<file path="config.mk">
export PLATFORM = sky130hd
export DESIGN_NAME = pcs_rx_link_ctrl
export DESIGN_NICKNAME = d
export VERILOG_FILES = /design/src/rtl/pcs_rx_link_ctrl.sv
export SDC_FILE = /design/constraint.sdc
export NUM_CORES = 1
export LEC_CHECK = 0
export ABC_AREA = 1
export CORE_MARGIN = 1
export CORE_UTILIZATION = 25
export DETAILED_ROUTE_END_ITERATION = 8
export GPL_TIMING_DRIVEN = 0
export PLACE_DENSITY_LB_ADDON = 0.05
export SLEW_MARGIN = 20
export SYNTH_ARGS = -nofsm -noshare
export SYNTH_HDL_FRONTEND = slang
export SYNTH_SLANG_ARGS = --single-unit
</file>
<file path="constraint.sdc">
create_clock -name clk -period 2.05 [get_ports clk]
set_input_delay 0.205 -clock clk [delete_from_list [all_inputs] [get_ports clk]]
set_output_delay 0.205 -clock clk [all_outputs]
set_load 0.02 [all_outputs]
</file>
<file path="src/rtl/pcs_rx_link_ctrl.sv">
// pcs_rx_link_ctrl: PCS receive link bring-up sequencer.
// Walks SerDes lock -> block sync -> AM lock -> deskew -> link up.
// Every wait stage has a timeout, and a failed stage restarts acquisition
// through a datapath reset pulse. In 10G mode there is a single lane and the
// AM and deskew stages are skipped.
//
// Optional build macro: PCS_RX_LINK_CTRL_LOSS_FILTER_EN
//   defined   : lock loss in LINK_UP has to last LOSS_FILTER consecutive cycles
//               before a restart. SerDes lock loss still restarts at once.
//   undefined : any single cycle of lock loss in LINK_UP restarts.
//
// Handshake note: this block has no valid/ready interfaces. All lock inputs
// are level-sensitive, and every output is a registered level.
module pcs_rx_link_ctrl #(
  parameter int IS_10G         = 0,
  parameter int LANE_N         = IS_10G ? 1 : 4,
  parameter int RST_CYC        = 8,
  parameter int BS_TIMEOUT     = 4096,
  parameter int AM_TIMEOUT     = 65536,
  parameter int DESKEW_TIMEOUT = 65536,
  parameter int LOSS_FILTER    = 16
) (
  input  logic              clk,
  input  logic              reset,
  input  logic [LANE_N-1:0] serdes_lock_v_i,
  input  logic [LANE_N-1:0] bs_lock_v_i,
  input  logic [LANE_N-1:0] am_lock_v_i,
  input  logic              deskew_lock_v_i,
  output logic              dp_reset_o,
  output logic              link_up_o,
  output logic [2:0]        state_o,
  output logic [7:0]        retry_cnt_o,
  output logic [LANE_N-1:0] lane_fault_o
);

  localparam logic [2:0] RESET_DP    = 3'd0;
  localparam logic [2:0] WAIT_SERDES = 3'd1;
  localparam logic [2:0] WAIT_BS     = 3'd2;
  localparam logic [2:0] WAIT_AM     = 3'd3;
  localparam logic [2:0] WAIT_DESKEW = 3'd4;
  localparam logic [2:0] LINK_UP     = 3'd5;

  // The one shared timer must hold the largest count in use, including the
  // RESET_DP hold time.
  localparam int MAX_A = (BS_TIMEOUT > RST_CYC) ? BS_TIMEOUT : RST_CYC;
  localparam int MAX_B = (AM_TIMEOUT > DESKEW_TIMEOUT) ? AM_TIMEOUT : DESKEW_TIMEOUT;
  localparam int MAX_T = (IS_10G != 0) ? MAX_A : ((MAX_A > MAX_B) ? MAX_A : MAX_B);
  localparam int TW    = (MAX_T <= 2) ? 1 : $clog2(MAX_T);

  localparam logic [TW-1:0] RST_LAST = TW'(RST_CYC - 1);
  localparam logic [TW-1:0] BS_LAST  = TW'(BS_TIMEOUT - 1);
  localparam logic [TW-1:0] AM_LAST  = TW'(AM_TIMEOUT - 1);
  localparam logic [TW-1:0] DSK_LAST = TW'(DESKEW_TIMEOUT - 1);

`ifdef PCS_RX_LINK_CTRL_LOSS_FILTER_EN
  localparam int LOSS_LIMIT = LOSS_FILTER;
`else
  // A limit of one turns the loss counter into an immediate restart.
  // LOSS_FILTER has no effect in this build.
  localparam int LOSS_LIMIT = 1 + 0 * LOSS_FILTER;
`endif
  localparam int            LW        = (LOSS_LIMIT <= 2) ? 1 : $clog2(LOSS_LIMIT);
  localparam logic [LW-1:0] LOSS_LAST = LW'(LOSS_LIMIT - 1);

  logic [2:0]        r_state;
  logic [TW-1:0]     r_timer;
  logic              r_dp_reset;
  logic              r_link_up;
  logic [7:0]        r_retry;
  logic [LANE_N-1:0] r_lane_fault;
  logic [LW-1:0]     r_loss;

  logic [2:0]        w_state_nxt;
  logic              w_restart;
  logic [LANE_N-1:0] w_fault_nxt;
  logic [LW-1:0]     w_loss_nxt;
  logic              w_serdes_ok;
  logic              w_bs_ok;
  logic              w_am_ok;
  logic              w_dsk_ok;
  logic              w_all_ok;

  // In 10G mode the AM and deskew locks count as always present.
  assign w_serdes_ok = &serdes_lock_v_i;
  assign w_bs_ok     = &bs_lock_v_i;
  assign w_am_ok     = (IS_10G != 0) || (&am_lock_v_i);
  assign w_dsk_ok    = (IS_10G != 0) || deskew_lock_v_i;
  assign w_all_ok    = w_serdes_ok && w_bs_ok && w_am_ok && w_dsk_ok;

  // Next-state decode. A lock from an earlier stage is checked first, then
  // the stage lock, and the timeout last. A lock that arrives on the
  // timeout cycle therefore advances the stage.
  always_comb begin
    w_state_nxt = r_state;
    w_restart   = 1'b0;
    w_fault_nxt = r_lane_fault;
    w_loss_nxt  = '0;
    case (r_state)
      RESET_DP: begin
        if (r_timer == RST_LAST) w_state_nxt = WAIT_SERDES;
      end
      WAIT_SERDES: begin
        if (w_serdes_ok) w_state_nxt = WAIT_BS;
      end
      WAIT_BS: begin
        if (!w_serdes_ok) begin
          w_restart = 1'b1;
        end else if (w_bs_ok) begin
          w_state_nxt = (IS_10G != 0) ? LINK_UP : WAIT_AM;
        end else if (r_timer == BS_LAST) begin
          w_restart   = 1'b1;
          w_fault_nxt = ~bs_lock_v_i;
        end
      end
      WAIT_AM: begin
        if (!w_serdes_ok || !w_bs_ok) begin
          w_restart = 1'b1;
        end else if (w_am_ok) begin
          w_state_nxt = WAIT_DESKEW;
        end else if (r_timer == AM_LAST) begin
          w_restart   = 1'b1;
          w_fault_nxt = ~am_lock_v_i;
        end
      end
      WAIT_DESKEW: begin
        if (!w_serdes_ok || !w_bs_ok || !w_am_ok) begin
          w_restart = 1'b1;
        end else if (w_dsk_ok) begin
          w_state_nxt = LINK_UP;
        end else if (r_timer == DSK_LAST) begin
          w_restart   = 1'b1;
          w_fault_nxt = '1;
        end
      end
      LINK_UP: begin
        if (!w_serdes_ok) begin
          w_restart = 1'b1;
        end else if (!w_all_ok) begin
          if (r_loss == LOSS_LAST) w_restart = 1'b1;
          else                     w_loss_nxt = r_loss + 1'b1;
        end
      end
      default: w_state_nxt = RESET_DP;
    endcase
    if (w_restart) w_state_nxt = RESET_DP;
  end

  // State, timer, counters and registered outputs.
  always_ff @(posedge clk) begin
    if (reset) begin
      r_state      <= RESET_DP;
      r_timer      <= '0;
      r_dp_reset   <= 1'b1;
      r_link_up    <= 1'b0;
      r_retry      <= 8'd0;
      r_lane_fault <= '0;
      r_loss       <= '0;
    end else begin
      r_state      <= w_state_nxt;
      r_timer      <= (w_state_nxt != r_state) ? '0 : r_timer + 1'b1;
      r_dp_reset   <= (w_state_nxt == RESET_DP);
      r_link_up    <= (w_state_nxt == LINK_UP);
      r_lane_fault <= w_fault_nxt;
      r_loss       <= w_loss_nxt;
      if (w_restart && (r_retry != 8'hFF)) r_retry <= r_retry + 8'd1;
    end
  end

  assign dp_reset_o   = r_dp_reset;
  assign link_up_o    = r_link_up;
  assign state_o      = r_state;
  assign retry_cnt_o  = r_retry;
  assign lane_fault_o = r_lane_fault;

endmodule

</file>
# Yosys cells after proc, flatten, opt, wreduce, memory -nomap -nowiden
# Index checks and enable logic that the tools add are counted.
dict set report word_totals {
  ff_bits 34
  inputBits 15
  output_inout_bits 17
  elab_cells 85
}
dict set report op_classes {
  n_addsub 3
  eq_ne 20
  mux 32
  bitwise_logic 5
  n_reduce_logical 18
}
# op n
set ops {}
lappend ops {{4-bit two-way mux} 9}
lappend ops {{3-bit two-way mux} 9}
lappend ops {{2-bit inequality test (second input constant)} 9}
lappend ops {{3-bit case mux with 6 select lines} 1}
lappend ops {{16-bit by 1-bit adder with 16-bit output (second input constant)} 1}
lappend ops {{16-bit by 12-bit == test with 1-bit output (second input constant)} 1}
lappend ops {{16-bit == test (second input constant)} 1}
lappend ops {{16-bit by 3-bit == test with 1-bit output (second input constant)} 1}
lappend ops {{4-bit case mux with 3 select lines} 1}
lappend ops {{4-bit AND reduction} 3}
lappend ops {{1-bit two-way mux} 11}
lappend ops {{10-bit AND reduction} 1}
lappend ops {{3-bit == test (second input constant)} 3}
lappend ops {{8-bit by 1-bit adder with 8-bit output (second input constant)} 1}
lappend ops {{8-bit inequality test (second input constant)} 1}
lappend ops {{4-bit NOT} 2}
lappend ops {{3-bit by 2-bit == test with 1-bit output (second input constant)} 2}
lappend ops {{3-bit zero test} 2}
lappend ops {{5-bit OR reduction} 1}
lappend ops {{1-bit logical AND} 4}
lappend ops {{1-bit case mux with 4 select lines} 1}
lappend ops {{3-bit by 1-bit == test with 1-bit output (second input constant)} 1}
lappend ops {{1-bit zero test} 3}
lappend ops {{3-bit inequality test} 1}
lappend ops {{5 further kinds} 8}

# Longest topological paths before layout
# Gate-level depths: netlist of run 1.
dict set report logic_depth {
  word_depth 10
  depth_mapped 17
  ltp_nobuf 16
}

# Worst setup path after synthesis of run 1
# No wires, ideal clock.
dict set report synth_path {
  kind {register -> register}
  start {register r_timer[0]}
  end {register r_timer[9]}
  setup_ns 0.124
  arrival_time_ns 1.707
  required_time_ns 1.926
  slack_ns 0.219
  path_stages_with_launch 18
  path_buffers 1
  period_less_slack_ns 1.831
  path_cell_list {dfxtp_1 -> ha_1 -> nand2_1 -> nor2_4 -> nand2_2 -> nor2_4 -> nand2_2 -> nand2_1 -> nand2_1 -> nand2_2 -> nor2_4 -> nand2_2 -> nand2_1 -> nand2_1 -> inv_2 -> nand3_4 -> buf_12 -> nor2_4}
}
dict set report synth_via {
  elab_chain_len 8
  word_cells_on_any_way 18
  cone_classes {add/sub: 1; eq/ne: 4; mux: 12; reduce/logical: 1}
}
# item line_no
set synth_lines {}
lappend synth_lines {{start: declaration} 66} ;# logic [TW-1:0] r_timer;
lappend synth_lines {{start signal: assignment} 160} ;# r_timer <= (w_state_nxt != r_state) ? '0 : r_timer + 1'b1;
lappend synth_lines {{16-bit == test / 16-bit by 12-bit == test with 1-bit output (equally long branches)} {120, 130, 110}}
lappend synth_lines {{1-bit two-way mux, on equally long branches} {120, 130, 110}}
lappend synth_lines {{1-bit two-way mux, on equally long branches} {128, 108, 118}}
lappend synth_lines {{1-bit two-way mux, on equally long branches} {126, 106, 116}}
lappend synth_lines {{1-bit case mux with 4 select lines} 98} ;# case (r_state)
lappend synth_lines {{3-bit two-way mux} 145} ;# if (w_restart) w_state_nxt = RESET_DP;
lappend synth_lines {{3-bit inequality test} 160}
lappend synth_lines {{2-bit OR reduction (no line)} -}
# Several ways; a longest one is shown, not always the timed one.
# A chain may end at the register's enable or synchronous reset.

# Worst setup path in the final report of run 1
dict set report layout_path {
  start {register r_timer[1]}
  end {register r_timer[6]}
}
# The elaborated chain is that of the path after synthesis.

==> results of run 1 <==
==> worst paths after layout <==
check | from | endpoint | depth (start not counted)
max reg2reg | r_timer[1] | r_timer[6] | 17
max | r_timer[1] | r_timer[6] | 17
min reg2reg | r_timer[0] | r_timer[0] | 1
min | reset | retry_cnt_o[7] | 2
==> power by group through the flow <==
stage,registers [mW],clock network [mW],logic [mW]
floorplan,0.687,0,0.0502
finish,0.676,0.480,0.113
global route,0.676,0.539,0.126
global placement,0.687,0,0.0906
detailed placement,0.687,0,0.0905
CTS,0.672,0.511,0.103
==> logic make-up after synthesis <==
group,count (synthesis),synth area share
adders and majority gates,2,0.0126
xor gates and xnor gates,15,0.0661
DFF,34,0.342
AOI/OAI and AO/OA,30,0.0837
and+or+nand+nor,150,0.407
buffers and inverters,38,0.0868
other,1,0.00189
==> critical path, cell delays in order, from the launching register on <==
cell     delay [ns]
dfxtp_2        0.35
ha_4           0.16
nand2_4        0.06
nor2_4         0.14
nand2_4        0.08
nor2_4         0.13
nand2_2        0.06
nand2_1        0.05
nand2_1        0.06
nand2_2        0.10
nor2_4         0.06
nand2_2        0.05
nand2_1        0.04
nand2_1        0.07
inv_2          0.04
nand3_4        0.14
buf_12         0.16
nor2_4         0.03
==> layer usage <==
metal,track usage,part of all wire
met5,0,0
met4,0.0397,0.013
met3,0.0310,0.042
met2,0.192,0.45
met1,0.175,0.49
==> registers in the layout, summed over array words and instances (netlist names) <==
register and count:
link_up_o 1, retry_cnt_o 8, r_timer 16, state_o 3, lane_fault_o 4, r_loss 1, dp_reset_o 1
==> layout by cell type (no fill, tap or decap), types with 5 or more instances in the layout <==
master / instances
a21oi_1: 13
buf_4: 9
clkbuf_8: 6
clkdlybuf4s50_1: 18
dfxtp_1: 31
dlymetal6s2s_1: 12
inv_1: 26
inv_2: 8
nand2_1: 37
nand2_2: 16
nand3_1: 14
nand4_1: 5
nor2_1: 35
nor2_4: 19
nor3_1: 7
o21ai_0: 7
xor2_1: 11
==> cell type report <==
class                   instances  area, um^2
plain buffers                   3        41.3
clock buffers                   5        68.8
clock inverters                 2        10.0
fillers                       828        4960
inverters                      35         131
multi-input cells             198        1250
flip-flops and latches         34         684
well taps                     102         128
repair buffers                 42         448
==> cells in the mapped netlist, drive strengths merged <==
master  instances
a31oi           1
conb            1
nand4           6
ha              2
nor2           57
nand2          56
nand3          20
clkinv          1
buf             1
a22o            1
a21oi          14
nor3            9
o211ai          2
clkbuf          2
xnor2           4
and3            1
o21ai          10
xor2           11
o22ai           2
dfxtp          34
nor3b           1
inv            34
==> what timing repair did <==
| action | 4_1_cts | 5_1_grt |
|---|---|---|
| gates cloned | 1 | 0 |
| endpoints found under the setup margin | 21 | 27 |
| setup buffers | 5 | 6 |
| pin swaps | 3 | 17 |
| gates resized for setup | 5 | 43 |
==> run summary, run 1 <==
status -> complete, no violations
crit-path max FO -> 6
vias in the first global route -> 1,729
max_cap viols -> 0
TritonCTS buffer count -> 5
placed cell area -> 0.00242 mm^2
Synth-to-Final Area Change -> 39.1%
minimum clock period -> 1.94 ns
first-pass GRT wire length -> 8260 um
Setup crit start kind -> flip-flop
CTS tree -> built
r2r setup slk -> 0.11 ns
crit path DAT -> 2.11 ns
Final GP Congestion -> 0.759
Power, Total -> 1.27 mW
Setup TNS -> 0 ns
# H-tree levels -> 2
Slew Limit Fails -> 0
Hold Vio Cnt, Final -> 0
Layout Cells excl Fill -> 421
Wirelength per Cell -> 11.6 um
Bufs on Longest Clock Path -> 2
clk sink count -> 34
unrepaired setup endpoints after global routing -> true
hold buffers post-CTS -> 0
Pre-Repair DR Iteration Count -> 4
Post-Route WL -> 4890 um
post-synthesis sequential area ratio -> 0.342
YS warnings -> 0
P_int -> 953 uW
antenna violations before repair -> 0
Switching Fraction -> 0.249
Comb power frac -> 0.089
Yosys top cell area share -> 0.342
die height -> 91.2 um
Starting Density -> 0.257
Leak Pwr -> 1.16 nW
placed cells -> 402
DR DRC count -> 0
I/O Buffers -> 30
fin util -> 0.358
clock latency on the worst-skew pair -> 0.29 ns
clk root buf -> clkbuf_8
Worst Path Required -> 2.22 ns
detailed placement HPWL -> 3550 um
f_max -> 517 MHz
cell taking the most area after synthesis -> dfxtp_1
Antenna Cells -> 0
ANT nets after route -> 0
layout cells sized above 1 -> 0.270
Synth Register Bits -> 34
fin nets -> 336
Die Area -> 0.00831 mm^2
Pwr per Cell Area -> 459 mW/mm^2
Setup WS post-layout -> 0.114 ns
Vias -> 1,834
Synth cell types -> 33
Setup WS pre-CTS -> -0.271 ns
clock skew -> 0.00748 ns
GR Util All Layers -> 0.126
Worst-path clk slew -> 0.07 ns
Hold Slack -> 0.197 ns
synthesized area per cell -> 7.36 um^2
num ports -> 32
Clock Power Share -> 0.378
Core ar. -> 0.00773 mm^2
sequential share of power -> 0.532
Min-Delay Path Class -> in2reg
final instance area -> 0.00277 mm^2
CP endpoint kind -> flip-flop
Cells after Synth -> 270
vias per cell -> 4.36
Detailed Route Iter0 Violations -> 51
net switching power -> 315 uW
Synth area leaders -> dfxtp_1 34%, nand2_1 8.9%, nor2_4 8.5%, nor2_1 7.4%, inv_1 4.9%
CP Class -> reg2reg
largest net degree at the start of global routing -> 11
Syn Std Cell Area -> 0.00199 mm^2
DIE WIDTH -> 91.2 um
VDD IR max -> 0.000187 V
total gr overflow -> 0
# rows -> 32
post-synthesis net count -> 287
Final Setup Violations -> 0
fin crit share -> 0.944
No activity file was read; power rests on OpenSTA's default activity.
==> run 2: changes to the inputs <==
--- a/config.mk
+++ b/config.mk
@@ -6,8 +6,9 @@
 export NUM_CORES = 1
 export LEC_CHECK = 0
 export ABC_AREA = 1
+export CAP_MARGIN = 0
 export CORE_MARGIN = 1
-export CORE_UTILIZATION = 25
+export CORE_UTILIZATION = 53
 export DETAILED_ROUTE_END_ITERATION = 8
 export GPL_TIMING_DRIVEN = 0
 export PLACE_DENSITY_LB_ADDON = 0.05
==> constraint.sdc (replaced) <==
create_clock -name clk -period 1.8 [get_ports clk]
set_input_delay 0.18 -clock clk [delete_from_list [all_inputs] [get_ports clk]]
set_output_delay 0.18 -clock clk [all_outputs]
set_load 0.02 [all_outputs]
==> run 2 against run 1 <==
  * The flow now finishes with violations (negative setup slack)
  * Via count up 5.6%
  * Clock skew down 0.00050 ns
  * Utilization up 46 points
  * Maximum frequency about the same
  * Design area up 2.7%
  * Sequential power up 14%
  * Cell count down 11%
  * Non-clock buffer count up 9
  * Critical endpoint is now r_timer[12]
  * Largest cell class unchanged
  * Highest routed layer unchanged
==> run summary, run 2 (synthesis results as in run 1) <==
Setup WS post-layout -> -0.137 ns
Hold Vio Cnt, Final -> 0
Post-Route WL -> 4750 um
Synth-to-Final Area Change -> 42.8%
clk root buf -> clkbuf_8
Largest Register -> r_timer
Die Area -> 0.00400 mm^2
clock latency on the worst-skew pair -> 0.29 ns
Vias -> 1,936
Setup TNS -> -1.72 ns
Crit path top cell by count -> nor2_4
Pre-Repair DR Iteration Count -> 4
r2r setup slk -> -0.14 ns
detailed placement HPWL -> 2900 um
placed cells -> 346
multi-input logic area -> 0.00132 mm^2
first-pass GRT wire length -> 7940 um
DR DRC count -> 0
fill cell count -> 240
Setup crit start kind -> flip-flop
Antenna Cells -> 0
Starting Density -> 0.573
commonest non-fill, non-tap cell in the layout -> nor2_1
Worst Path Required -> 2.03 ns
minimum clock period -> 1.94 ns
clk sink count -> 34
# rows -> 21
largest net degree at the start of global routing -> 11
TritonCTS buffer count -> 5
VDD IR max -> 0.000503 V
Largest register FFs -> 16
Bufs on Longest Clock Path -> 2
max_cap viols -> 0
Worst path top cell family by delay -> simple AND/OR/NAND/NOR gates
fin crit share -> 1.08
num ports -> 32
Hold Slack -> 0.151 ns
failing checks -> negative setup slack
status -> finished with violations
die height -> 63.2 um
unrepaired setup endpoints after global routing -> true
Wirelength per Cell -> 12.7 um
Final Setup Violations -> 18
leading cell types in the layout, fill and taps excluded -> 34 x nor2_1, 30 x nand2_1, 28 x dfxtp_1
CP endpoint kind -> flip-flop
Core ar. -> 0.00347 mm^2
Leak Pwr -> 1.17 nW
Pwr per Cell Area -> 509 mW/mm^2
hold buffers post-CTS -> 0
fin nets -> 345
antenna violations before repair -> 0
crit path DAT -> 2.17 ns
Detailed Route Iter0 Violations -> 98
GR Util All Layers -> 0.254
crit-path cells -> ha_4 -> nand2_4 -> nor2_4 -> nand2_4 -> nor2_4 -> nand2_2 -> nand2_1 -> nand2_1 -> nand2_2 -> inv_1 -> nand4_1 -> a21oi_2 -> nand3_4 -> buf_16 -> nor2_4
clock skew -> 0.00698 ns
vias per cell -> 5.18
Slew Limit Fails -> 0
total gr overflow -> 0
layout cells sized above 1 -> 0.341
Slowest cell on crit path -> dfxtp_2
I/O Buffers -> 30
Critical path buffers and inverters -> 2
# H-tree levels -> 2
vias in the first global route -> 1,870
Worst-path clk slew -> 0.07 ns
crit-path max cell delay -> 0.34 ns
Layout Cells excl Fill -> 374
crit-path max FO -> 5
CTS tree -> built
Final GP Congestion -> 0.866
ANT nets after route -> 0
CP Class -> reg2reg
DIE WIDTH -> 63.2 um
register area -> 688 um^2
Min-Delay Path Class -> in2reg
f_max -> 516 MHz
## run 2: changes by cell type in the layout (fill, tap and decap cells not counted), sizes merged
cell | previous run | this run
dlygate4sd2 | 0 | 10
buf | 13 | 22
clkinv | 3 | 4
dlymetal6s2s | 12 | 2
inv | 34 | 33
## run 2: per-layer routing
layer | vias to the layer above | GRT usage | wire length (um)
li1 | 980 | - | -
met1 | 895 | 0.298 | 2110
met2 | 47 | 0.434 | 2300
met5 | - | 0 | 0
met4 | 0 | 0.119 | 118
met3 | 14 | 0.0580 | 219
## run 2: report_power, final
group	switching, mW	internal, mW
registers	0.00852	0.762
clock network	0.280	0.259
logic	0.0682	0.0682
## run 2: stage by stage
step                      cell area, um^2  setup slack (ns)  power (mW)  utilization
after global routing                 2840            -0.225        1.50        0.819
after floorplan                      2020          -0.00154       0.847            -
after CTS                            2640           -0.0417        1.45        0.760
after global placement               2370            -0.430       0.890        0.685
final                                2840            -0.137        1.45        0.819
after detailed placement             2370            -0.445       0.891        0.685
## run 2: final timing paths
path                   startpoint         endpoint  cells past startpoint
setup / recovery       r_timer[0]      r_timer[12]                     15
hold / removal              reset   retry_cnt_o[4]                      2
setup reg to reg       r_timer[0]      r_timer[12]                     15
hold reg to reg   lane_fault_o[1]  lane_fault_o[1]                      2
## run 2: area by class of cell
type	count	share of cell area
Clock inverter	2	0.00353
Inverter	35	0.0507
Buffer	3	0.0145
Sequential cell	34	0.242
Tap cell	46	0.0203
Clock buffer	5	0.0242
Multi-Input combinational cell	198	0.464
Timing Repair Buffer	51	0.180
## run 2: worst reg2reg max path, cell delays in order, from the launching register on
cell	delay (ns)
dfxtp_2	0.34
ha_4	0.17
nand2_4	0.07
nor2_4	0.05
nand2_4	0.07
nor2_4	0.04
nand2_2	0.06
nand2_1	0.05
nand2_1	0.07
nand2_2	0.08
inv_1	0.08
nand4_1	0.15
a21oi_2	0.21
nand3_4	0.15
buf_16	0.19
nor2_4	0.09
## run 2: repair_timing
item | in CTS | in global routing
buffers inserted | 12 | 8
gates cloned | 1 | 0
pin swaps | 18 | 17
gates resized for setup | 31 | 32
endpoints found under the setup margin | 24 | 29
